--- src/rtl/inst_fetch_queue.sv ---
// Fetch stage: credit-limited in-order imem requests, PC-tagged FIFO to decode.
// Define IF_PERF_CNT_EN to add fetch/flush performance counters.
module inst_fetch_queue #(
  parameter int DEPTH = 4,
  parameter int OUT_W = 3
) (
  input  logic        clk,
  input  logic        rst,
  input  logic [31:0] pc_in,
  input  logic        flush,
  output logic        go_next,
  output logic        imem_req,
  output logic [31:0] imem_addr,
  input  logic        imem_gnt,
  input  logic        imem_rvalid,
  input  logic [31:0] imem_rdata,
  output logic        id_valid,
  input  logic        id_ready,
  output logic [31:0] id_inst,
  output logic [31:0] id_pc
`ifdef IF_PERF_CNT_EN
  ,
  output logic [31:0] perf_fetch_cnt,
  output logic [31:0] perf_flush_cnt
`endif
);

  localparam int AW = $clog2(DEPTH);
  localparam int CW = AW + 1;

  localparam logic [0:0] S_RUN   = 1'b0;
  localparam logic [0:0] S_DRAIN = 1'b1;

  logic [0:0]       state_q, state_d;
  logic [31:0]      inst_mem_q [DEPTH];
  logic [31:0]      pc_mem_q   [DEPTH];
  logic [AW-1:0]    rptr_q, rptr_d;
  logic [AW-1:0]    wptr_q, wptr_d;
  logic [CW-1:0]    count_q, count_d;
  logic [OUT_W-1:0] out_q, out_d;
  logic [OUT_W-1:0] drop_q, drop_d;
  logic [31:0]      resp_pc_q, resp_pc_d;
  logic             base_q, base_d;
  logic [31:0]      hinst_q, hinst_d;
  logic [31:0]      hpc_q, hpc_d;

  logic credit_ok, grant, push, pop;
  logic rsp_ok, run;

  assign run       = (state_q == S_RUN);
  assign credit_ok = (32'(count_q) + 32'(out_q))
                     < 32'(DEPTH);
  assign imem_req  = run && !flush && credit_ok && !rst;
  assign grant     = imem_req && imem_gnt;
  assign go_next   = grant;
  assign imem_addr = pc_in;

  assign rsp_ok = imem_rvalid
                  && (out_q != '0 || drop_q != '0);
  assign push   = imem_rvalid && run && !flush
                  && (out_q != '0);
  assign pop    = id_valid && id_ready && !flush;

  assign id_valid = (count_q != '0);
  assign id_inst  = hinst_q;
  assign id_pc    = hpc_q;

  always_comb begin
    rptr_d    = pop  ? rptr_q + AW'(1) : rptr_q;
    wptr_d    = push ? wptr_q + AW'(1) : wptr_q;
    count_d   = count_q + CW'(push) - CW'(pop);
    out_d     = out_q + OUT_W'(grant) - OUT_W'(push);
    drop_d    = drop_q;
    resp_pc_d = push ? resp_pc_q + 32'd4 : resp_pc_q;
    base_d    = base_q;
    hinst_d   = hinst_q;
    hpc_d     = hpc_q;

    if (grant && base_q) begin
      resp_pc_d = pc_in;
      base_d    = 1'b0;
    end

    if (!run && imem_rvalid && drop_q != '0)
      drop_d = drop_q - OUT_W'(1);

    // Head registers hold their value once the FIFO empties.
    if (count_d != '0) begin
      if (push && count_q == CW'(pop)) begin
        hinst_d = imem_rdata;
        hpc_d   = resp_pc_q;
      end else begin
        hinst_d = inst_mem_q[rptr_d];
        hpc_d   = pc_mem_q[rptr_d];
      end
    end

    if (flush) begin
      rptr_d  = '0;
      wptr_d  = '0;
      count_d = '0;
      drop_d  = out_q + drop_q - OUT_W'(rsp_ok);
      out_d   = '0;
      base_d  = 1'b1;
      hinst_d = hinst_q;
      hpc_d   = hpc_q;
    end

    state_d = (drop_d != '0) ? S_DRAIN : S_RUN;
  end

  always_ff @(posedge clk) begin
    if (push) begin
      inst_mem_q[wptr_q] <= imem_rdata;
      pc_mem_q[wptr_q]   <= resp_pc_q;
    end
  end

  always_ff @(posedge clk) begin
    if (rst) begin
      state_q   <= S_RUN;
      rptr_q    <= '0;
      wptr_q    <= '0;
      count_q   <= '0;
      out_q     <= '0;
      drop_q    <= '0;
      resp_pc_q <= '0;
      base_q    <= 1'b1;
      hinst_q   <= '0;
      hpc_q     <= '0;
    end else begin
      state_q   <= state_d;
      rptr_q    <= rptr_d;
      wptr_q    <= wptr_d;
      count_q   <= count_d;
      out_q     <= out_d;
      drop_q    <= drop_d;
      resp_pc_q <= resp_pc_d;
      base_q    <= base_d;
      hinst_q   <= hinst_d;
      hpc_q     <= hpc_d;
    end
  end

  always_ff @(posedge clk) begin
    if (!rst) begin
      assert (!(push && count_q == CW'(DEPTH)))
        else $error("push into full fetch FIFO");
      assert (!imem_rvalid || out_q != '0
              || drop_q != '0)
        else $error("imem_rvalid with nothing in flight");
    end
  end

`ifdef IF_PERF_CNT_EN
  logic [31:0] pfetch_q, pflush_q;

  always_ff @(posedge clk) begin
    if (rst) begin
      pfetch_q <= '0;
      pflush_q <= '0;
    end else begin
      pfetch_q <= pfetch_q + 32'(grant);
      pflush_q <= pflush_q + 32'(flush);
    end
  end

  assign perf_fetch_cnt = pfetch_q;
  assign perf_flush_cnt = pflush_q;
`endif

endmodule
--- config.mk ---
export PLATFORM = sky130hd
export DESIGN_NAME = inst_fetch_queue
export DESIGN_NICKNAME = d
export VERILOG_FILES = /design/src/rtl/inst_fetch_queue.sv
export SDC_FILE = /design/constraint.sdc
export NUM_CORES = 1
export LEC_CHECK = 0
export ABC_AREA = 1
export BUFFER_PORTS_ARGS = -buffer_cell sky130_fd_sc_hd__buf_2
export CAP_MARGIN = 20
export CORE_MARGIN = 3
export CORE_UTILIZATION = 55
export DETAILED_ROUTE_END_ITERATION = 7
export HOLD_SLACK_MARGIN = 0.1
export PLACE_DENSITY_LB_ADDON = 0.08
export SYNTH_ARGS = -nofsm -noshare
export SYNTH_HDL_FRONTEND = slang
export SYNTH_SLANG_ARGS = --single-unit
--- constraint.sdc ---
create_clock -name clk -period 5.4 [get_ports clk]
set_clock_uncertainty 0.1 [all_clocks]
set_input_delay 0 -clock clk [delete_from_list [all_inputs] [get_ports clk]]
set_output_delay 0 -clock clk [all_outputs]
set_load 0.01 [all_outputs]
==> out/metrics.cfg <==
[floorplan]
die_x_um=181.4
die_area_um2=32890
num_rows=63
io_pins=169
start_util_pct=56.46
die_h_um=181.4
core_area_um2=29950

[final_layout]
layout_commonest_cell=nand2_1
diodes=0
final_area_um2=19810
area.growth.synth_to_final_pct=17.16
final_cell_mix=422 x nand2_1, 375 x nand3_1, 256 x edfxtp_1
num-nets-final=2153
drive_gt1_share_pct=12.94
fillCellCount=2437

[timing]
worst_slew_pin_slew_ns=1.059
max_freq_mhz=277.4
timing.slew.headroom_pct=29.24
finalCriticalPeriod_ns=3.605
slew_violations=0
hold_violations=0
whs_ns=0.1433
rsz0062_at_grt=no
setup_viol=0
period_share_pct=66.76
finalSetupTns_ns=0

[critical_path]
worstPathMaxFanout=66
crit_type=flip-flop to flip-flop
end_kind=flip-flop
worstSetupStartpointType=flip-flop
crit_arrival_ns=3.91
required_ns=5.71

[detailed_routing]
ant_nets=0
via_per_inst=5.414
drcViolationCount=0
vias=13453
first_pass_iters=6
wl_um=42470
drtIter0Drc=1108
wire_per_inst_um=17.09

[logic_synthesis]
synth_fp_nets=1989
synth_cells=1900
synth_seq_cells=367
synth.avg_cell_area_um2=8.901
synth.distinct_cells=34
yosysSeqAreaShare_pct=58.60
synth_area_um2=16910
synth.yosys.warnings=0

[placement]
io_buffers=168
dpl.hpwl_um=24030
place_congestion=0.9024
place_area_um2=17670

[pwr]
ir_drop_mv=0.2029
p_per_area_nw_per_um2=312.2
power_mw=6.185
leakagePower_nw=8.351

[run]
drv_cap=0

[global_route]
antenna_found_initial=0
grt_pass1_vias=13091
grt_overflow=0
grtUsageTotal_pct=25.56
grt_max_degree=91
grt_pass1_wl_um=68350

[clock_network]
clk_latency_ns=0.53
cts_max_path_buffers=3
cts_tree=built
cts_made_buffers=40
root_buffer=clkbuf_16
clkSinkCount=367
path_clk_slew_ns=0.06
htree_levels=2

[run_status]
status=complete, no violations

[worst_hold_path]
worstHoldPathType=input port to flip-flop

timing repair:
| action | in CTS | in global routing |
|---|---|---|
| hold buffers | 80 | 0 |
| hold endpoints to repair | 207 | 0 |
| setup buffers | 0 | 0 |
| resized for setup | 0 | 0 |
power by group:
part	leakage (nW)	total [mW]	switching, mW	internal (mW)
registers	3.07	3.06	0.0335	3.03
logic	4.62	0.332	0.196	0.136
clock network	0.660	2.79	1.09	1.70
worst max-delay path: stages, from the launching register on:
cell	delay, ns
dfxtp_1	0.36
nor2_1	0.17
nand2_1	0.07
nand3_1	0.07
buf_4	0.31
ha_1	0.29
inv_1	0.06
ha_1	0.13
inv_1	0.05
fa_1	0.50
nand4_1	0.15
nand2_4	0.60
buf_12	0.36
nand2_1	0.08
nand2_1	0.07
a21oi_1	0.05
flip-flops by register name, indices dropped and copies added (netlist names):
| signal | count |
|---|---|
| resp_pc_q | 32 |
| rptr_q | 2 |
| inst_mem_q | 128 |
| base_q | 1 |
| wptr_q | 2 |
| state_q | 1 |
| pc_mem_q | 128 |
| drop_q | 3 |
| out_q | 3 |
| id_pc | 32 |
| id_inst | 32 |
| count_q | 3 |
synth_stat cells:
library cell / count / area, µm²
ha_1: 16 / 200.2
or2_2: 2 / 12.51
dfxtp_1: 111 / 2222
clkinv_1: 6 / 22.52
nor3b_1: 1 / 7.510
edfxtp_1: 256 / 7687
nor2_2: 4 / 25.02
buf_4: 36 / 270.3
inv_2: 4 / 15.01
a31oi_1: 5 / 31.28
a21oi_1: 91 / 455.4
nand2_1: 424 / 1592
buf_6: 3 / 33.78
nand2_2: 4 / 25.02
nor3_1: 4 / 20.02
inv_1: 193 / 724.4
or2_0: 2 / 12.51
o31ai_1: 1 / 7.510
o21ai_0: 16 / 80.08
nand3_1: 376 / 1882
buf_1: 2 / 7.510
buf_2: 85 / 425.4
xor2_1: 5 / 43.79
clkbuf_1: 15 / 56.30
xnor2_1: 3 / 26.28
o21ai_1: 6 / 30.03
nor2_1: 203 / 762.0
nand3_4: 1 / 17.52
nand2_4: 1 / 11.26
nand4_1: 15 / 93.84
o211ai_1: 4 / 30.03
nand3_2: 1 / 10.01
fa_1: 3 / 60.06
nor2_4: 1 / 11.26
cells by family (layout without fill, tap and decap cells):
| family | after synthesis | count (layout) | share of synthesized area (%) |
|---|---|---|---|
| DFF | 367 | 367 | 58.60 |
| buffers and inverters | 344 | 539 | 9.196 |
| xor gates and xnor gates | 8 | 8 | 0.4143 |
| and+or+nand+nor | 1039 | 1039 | 26.50 |
| adders and majority gates | 19 | 19 | 1.539 |
| AOI/OAI and AO/OA | 123 | 123 | 3.751 |
worst paths after layout:
| kind | from | to | slack (ns) | cells after the start |
|---|---|---|---|---|
| max | out_q[1] | id_pc[0] | 1.79 | 15 |
| min | imem_rdata[13] | inst_mem_q[2][13] | 0.14 | 2 |
| max reg2reg | out_q[1] | id_pc[0] | 1.79 | 15 |
| min reg2reg | resp_pc_q[0] | pc_mem_q[3][0] | 0.41 | 0 |
metrics by stage:
step / utilization [%] / std cells / setup slack [ns]
after global placement: 58.99 / 2332 / 1.920
after detailed placement: 58.99 / 2332 / 1.808
after floorplan: - / 1900 / 1.148
after CTS: 66.14 / 2485 / 1.791
final: 66.14 / 2485 / 1.795
after global routing: 66.14 / 2485 / 1.484
layer usage:
layer	wire [µm]	vias up	track usage (%)
met5	0	-	0
met4	674	0	5.972
met3	2697	60	3.322
met2	20530	470	43.53
met1	18570	6337	35.20
li1	-	6586	-
area by class of cell:
cell class / instances / area (µm²) / area share [%]
clock buffer: 50 / 1070 / 5.399
timing repair buffer: 263 / 1792 / 9.043
tap: 390 / 488.0 / 2.463
clock inverter: 23 / 274.0 / 1.383
sequential: 367 / 9910 / 50.02
inverter: 203 / 763.2 / 3.852
multi-input combinational: 1189 / 5517 / 27.84
Note: power is estimated with default switching activity, not from simulation.
